## config.mk

```make
export PLATFORM = sky130hd
export DESIGN_NAME = frac_scan_ctrl
export DESIGN_NICKNAME = d
export VERILOG_FILES = /design/src/rtl/frac_scan_ctrl.sv
export SDC_FILE = /design/constraint.sdc
export NUM_CORES = 1
export LEC_CHECK = 0
export CAP_MARGIN = 30
export CORE_UTILIZATION = 50
export DETAILED_ROUTE_END_ITERATION = 10
export MAX_ROUTING_LAYER = met4
export PLACE_DENSITY = 0.8
export SLEW_MARGIN = 15
export SYNTH_ARGS = -nofsm -noshare
export SYNTH_HDL_FRONTEND = slang
export SYNTH_SLANG_ARGS = --single-unit
```

## constraint.sdc

```tcl
create_clock -name clk -period 11.85 [get_ports clk]
set_input_delay 1.185 -clock clk [delete_from_list [all_inputs] [get_ports clk]]
set_output_delay 1.185 -clock clk [all_outputs]
set_load 0.1 [all_outputs]
```

## src/rtl/frac_scan_ctrl.sv

```systemverilog
// Raster-scan controller for an iterative fractal engine: walks an HRES x VRES
// frame in Qm.f coordinates, issues one engine job per pixel and writes the result.
// Optional build macro: FRAC_SCAN_COLOR_EN (store a 12-bit colour instead of the raw count).
module frac_scan_ctrl #(
    parameter int W    = 32,
    parameter int M    = 4,
    parameter int HRES = 640,
    parameter int VRES = 480
) (
    input  logic         clk,
    input  logic         reset,
    input  logic         scan_start,
    input  logic [W-1:0] cx0,
    input  logic [W-1:0] cy0,
    input  logic [W-1:0] dx,
    input  logic [W-1:0] dy,
    input  logic [15:0]  max_it_in,
    input  logic         frac_ready,
    input  logic         frac_done_tick,
    input  logic [15:0]  iter,
    output logic         frac_start,
    output logic [W-1:0] cx,
    output logic [W-1:0] cy,
    output logic [15:0]  max_it,
    output logic         wr_en,
    output logic [9:0]   wr_x,
    output logic [9:0]   wr_y,
    output logic [15:0]  wr_data,
    output logic         scan_busy,
    output logic         scan_done_tick
);

    typedef enum logic [2:0] {IDLE, ISSUE, WAIT, CAP, WRITE} state_t;

    localparam logic [9:0] X_LAST = 10'(HRES - 1);
    localparam logic [9:0] Y_LAST = 10'(VRES - 1);

    // The pixel address ports are 10 bits wide and the format needs a fraction.
    if (M < 1 || M >= W || HRES < 1 || HRES > 1024 || VRES < 1 || VRES > 1024) begin : g_bad_cfg
        $error("frac_scan_ctrl: unsupported W/M/HRES/VRES combination");
    end

    state_t       state_reg, state_next;
    logic [9:0]   x_reg, y_reg;
    logic [W-1:0] cx_reg, cy_reg, cx0_reg, dx_reg, dy_reg;
    logic [15:0]  max_it_reg, data_reg, cap_value;
    logic         x_last, y_last;

    assign x_last = (x_reg == X_LAST);
    assign y_last = (y_reg == Y_LAST);

`ifdef FRAC_SCAN_COLOR_EN
    // Points that never escaped are painted black; others get a nibble-swizzled colour.
    always_comb begin
        cap_value = 16'h0000;
        if (iter != max_it_reg)
            cap_value = {4'h0, iter[3:0], iter[7:4], iter[11:8]};
    end
`else
    always_comb begin
        cap_value = iter;
    end
`endif

    always_ff @(posedge clk or posedge reset) begin
        if (reset)
            state_reg <= IDLE;
        else
            state_reg <= state_next;
    end

    always_comb begin
        state_next = state_reg;
        case (state_reg)
            IDLE:    if (scan_start) state_next = ISSUE;
            ISSUE:   if (frac_ready) state_next = WAIT;
            WAIT:    if (frac_done_tick) state_next = CAP;
            CAP:     state_next = WRITE;
            WRITE:   state_next = (x_last && y_last) ? IDLE : ISSUE;
            default: state_next = IDLE;
        endcase
    end

    always_comb begin
        frac_start     = (state_reg == ISSUE) && frac_ready;
        wr_en          = (state_reg == WRITE);
        scan_done_tick = (state_reg == WRITE) && x_last && y_last;
        scan_busy      = (state_reg != IDLE);
    end

    always_ff @(posedge clk or posedge reset) begin
        if (reset) begin
            x_reg      <= '0;
            y_reg      <= '0;
            cx_reg     <= '0;
            cy_reg     <= '0;
            cx0_reg    <= '0;
            dx_reg     <= '0;
            dy_reg     <= '0;
            max_it_reg <= '0;
            data_reg   <= '0;
        end else begin
            case (state_reg)
                IDLE: begin
                    if (scan_start) begin
                        cx0_reg    <= cx0;
                        dx_reg     <= dx;
                        dy_reg     <= dy;
                        max_it_reg <= max_it_in;
                        cx_reg     <= cx0;
                        cy_reg     <= cy0;
                        x_reg      <= '0;
                        y_reg      <= '0;
                    end
                end
                // The engine count settles one cycle after its done tick, i.e. here.
                CAP: data_reg <= cap_value;
                WRITE: begin
                    if (!x_last) begin
                        x_reg  <= x_reg + 10'd1;
                        cx_reg <= cx_reg + dx_reg;
                    end else if (!y_last) begin
                        x_reg  <= '0;
                        cx_reg <= cx0_reg;
                        y_reg  <= y_reg + 10'd1;
                        cy_reg <= cy_reg - dy_reg;
                    end
                end
                default: ;
            endcase
        end
    end

    assign cx      = cx_reg;
    assign cy      = cy_reg;
    assign max_it  = max_it_reg;
    assign wr_x    = x_reg;
    assign wr_y    = y_reg;
    assign wr_data = data_reg;

endmodule

```

==> impl_metrics.yaml <==
outcome:
  status: "completed"
placement:
  place_worst_setup_slack_ns: 7.41
  routability_congestion_estimate: 0.954
  placement.io_buffers: 284
  dpl-instance-area_sq_um: 15400
  dp_hpwl_mm: 24.3
global_route:
  grt_overflow: 0
  grt_first_pass_wirelength_mm: 55.0
  grt_antenna_before_repair: 1
  maximum_number_of_pins_on_one_net_before_global_route_repair: 93
  groute.usage.overall_pct: 28.7
  first_global_vias: 11000
clock_tree:
  clock_root_buffer: "sky130_fd_sc_hd__clkbuf_16"
  ctsResizeCount: 0
  numClockSinks: 215
  cts.path.max_buffers: 3
  cts.reportedPaths.clkPinSlew_ns: 0.06
  cts_hold_repair.buffers: 0
  cts_made_buffers: 25
  post-cts-setup-buffers: 0
  tritoncts: "built"
  clock_latency_ns: 0.53
  cts_htree_levels: 1
sta:
  post-route-period-util_pct: 41.9
  setup_violations: 0
  final-max-slew-violation-count: 0
  hold-worst-slack_ns: 0.471
  grt_setup_unrepaired: "false"
  max-slew-margin-rel_pct: 30.0
  tns_ns: 0
  fmax_mhz: 201
  timing.final.hold_violations: 0
  finalCriticalPeriod_ns: 4.97
  fin_skew_ns: 0.0215
  tightest_slew_ns: 1.05
  layout_setup_ws_ns: 6.88
worst_hold_path:
  timing.hold.worst.class: "register to register"
  worstHoldPathCells: 2
setup_path:
  critical_path_required_ns: 10.67
  worst-path-max-fanout: 45
  worst_setup_path_end_kind: "primary output"
  worstSetupStartpointType: "register"
  reg2regPathDepth: 7
  timing.setup.critical_path_class: "register to primary output"
  data_arrival_at_the_endpoint_of_the_critical_path_ns: 3.78
yosys:
  ys_ff_latch: 215
  synth.lib_cells_used.distinct: 67
  post_synthesis_cell_count: 1427
  yosys_most_used_dff: "sky130_fd_sc_hd__dfrtp_1"
  ys_seq_area_share_pct: 44.6
  netlist_top_cells_area: "sky130_fd_sc_hd__dfrtp_1 45%, sky130_fd_sc_hd__nand2_1 13%, sky130_fd_sc_hd__ha_1 6.6%"
  synth_largest_type_area_fraction_pct: 44.6
  async_reset_ff_share_pct: 100
  syn-num-nets: 1658
  synth.avg_cell_area_sq_um: 8.45
  synth_enable_flop_cells: 0
  synthesis.area_sq_um: 12100
  synth-warning-count: 0
  synth_top_cell_by_area: "sky130_fd_sc_hd__dfrtp_1"
finish:
  fin_nets: 1929
  syn_to_final_growth_pct: 35.3
  fillCellCount: 1875
  drive_gt1_share_pct: 4.84
  fin_area_sq_um: 16300
die:
  die-height_um: 157
  die_area_sq_um: 24700
  starting_density_pct: 51.2
  ioPinCount: 285
  num_rows: 56
  core_region_area_sq_um: 23500
  die_w_um: 157
run:
  drv.max_cap_violation_count: 0
drt:
  dr_total_vias: 11300
  postRouteWirelength_mm: 34.5
  wl_per_cell_um: 17.0
  drt_drc_violations_left: 0
  ant_nets: 0
  routed_via_density: 5.54
  initialDrtViolationCount: 817
  drt-pass1-iter-count: 6
[final timing paths]
path / start / end / slack (ns)
max: state_reg[1]$_DFFE_PP0P_ / wr_en / 6.88
min: max_it[13]$_DFFE_PP0P_ / max_it[13]$_DFFE_PP0P_ / 0.47
max reg2reg: wr_x[7]$_DFFE_PP0P_ / cy[26]$_DFFE_PP0P_ / 8.41
min reg2reg: max_it[13]$_DFFE_PP0P_ / max_it[13]$_DFFE_PP0P_ / 0.47
max in group asynchronous: reset / max_it[12]$_DFFE_PP0P_ / 9.10
min in group asynchronous: reset / wr_data[12]$_DFFE_PP0P_ / 1.09
[logic make-up (layout without fill, tap and decap cells)]
| logic type | Yosys count | count (layout) | share of synthesized area (%) |
|---|---|---|---|
| buffers and inverters | 115 | 404 | 3.76 |
| other | 0 | 1 | 0 |
| XOR/XNOR | 60 | 60 | 4.36 |
| adder cells (fa/ha/maj) | 66 | 66 | 6.97 |
| AND/OR/NAND/NOR | 628 | 628 | 22.0 |
| flip-flops | 215 | 215 | 44.6 |
| multiplexers | 11 | 11 | 0.923 |
| AO/OA/AOI/OAI | 332 | 332 | 17.4 |
[worst max-delay path: stages (launching register included)]
cell and delay, ns:
sky130_fd_sc_hd__dfrtp_1 0.48, sky130_fd_sc_hd__nor2_1 0.43, sky130_fd_sc_hd__nand2_2 0.34, sky130_fd_sc_hd__buf_4 0.38, sky130_fd_sc_hd__inv_1 0.09, sky130_fd_sc_hd__buf_4 0.30, sky130_fd_sc_hd__clkdlybuf4s50_1 1.20
[synth_stat cells, types with 3 or more instances]
cell type	count
sky130_fd_sc_hd__nand2_1	424
sky130_fd_sc_hd__dfrtp_1	215
sky130_fd_sc_hd__o21ai_0	115
sky130_fd_sc_hd__a21oi_1	77
sky130_fd_sc_hd__nor2_1	74
sky130_fd_sc_hd__ha_1	64
sky130_fd_sc_hd__inv_1	51
sky130_fd_sc_hd__clkbuf_1	46
sky130_fd_sc_hd__nand3_1	35
sky130_fd_sc_hd__xnor2_1	30
sky130_fd_sc_hd__xor2_1	30
sky130_fd_sc_hd__nor3_1	24
sky130_fd_sc_hd__a21o_1	23
sky130_fd_sc_hd__a31oi_1	18
sky130_fd_sc_hd__a222oi_1	17
sky130_fd_sc_hd__o211ai_1	16
sky130_fd_sc_hd__and3_1	15
sky130_fd_sc_hd__nand4_1	13
sky130_fd_sc_hd__a211oi_1	12
sky130_fd_sc_hd__buf_2	11
sky130_fd_sc_hd__mux2i_1	10
sky130_fd_sc_hd__a221oi_1	8
sky130_fd_sc_hd__nor2b_1	8
sky130_fd_sc_hd__o21bai_1	7
sky130_fd_sc_hd__nand2b_1	6
sky130_fd_sc_hd__buf_1	5
sky130_fd_sc_hd__nor4_1	5
sky130_fd_sc_hd__o21a_1	5
sky130_fd_sc_hd__and4_1	4
sky130_fd_sc_hd__o31ai_1	4
sky130_fd_sc_hd__a22o_1	3
sky130_fd_sc_hd__a22oi_1	3
sky130_fd_sc_hd__nand3b_1	3
sky130_fd_sc_hd__or3_1	3
[layer usage]
metal	routed length, um	part of all wire [%]	global-route usage (%)
met1	15200	44	37.2
met2	16000	46	45.7
met3	2280	6.6	4.54
met4	1040	3.0	9.99
met5	0	0	-
[cells in the final DEF (no fill, tap or decap), types with 17 or more instances in the layout]
| master | n |
|---|---|
| sky130_fd_sc_hd__a222oi_1 | 17 |
| sky130_fd_sc_hd__inv_1 | 50 |
| sky130_fd_sc_hd__nand2_1 | 422 |
| sky130_fd_sc_hd__ha_1 | 64 |
| sky130_fd_sc_hd__xnor2_1 | 30 |
| sky130_fd_sc_hd__a21oi_1 | 77 |
| sky130_fd_sc_hd__a31oi_1 | 18 |
| sky130_fd_sc_hd__a21o_1 | 23 |
| sky130_fd_sc_hd__o21ai_0 | 115 |
| sky130_fd_sc_hd__nand3_1 | 34 |
| sky130_fd_sc_hd__dfrtp_1 | 215 |
| sky130_fd_sc_hd__xor2_1 | 30 |
| sky130_fd_sc_hd__nor2_1 | 74 |
| sky130_fd_sc_hd__nor3_1 | 23 |
| sky130_fd_sc_hd__clkdlybuf4s50_1 | 284 |
| sky130_fd_sc_hd__clkbuf_16 | 25 |
[final cells by class]
cell class	count	area, sq um	share of cell area, %
Timing Repair Buffer	307	3280	20.1
Clock buffer	33	706	4.32
Clock inverter	12	103	0.629
Tap cell	319	399	2.45
Antenna cell	1	2.50	0.0153
Multi-Input combinational cell	1097	6250	38.3
Sequential cell	215	5380	33.0
Inverter	52	203	1.24
[through the flow]
stage	util (%)	std cells
CTS	69.0	2032
global route	69.3	2036
detailed placement	65.6	1987
global placement	64.3	1976
finish	69.3	2036
floorplan	-	1427
Power is left out: the tool's default activity adds up to more than one toggle a clock period on the data nets, which glitch-free logic cannot reach.
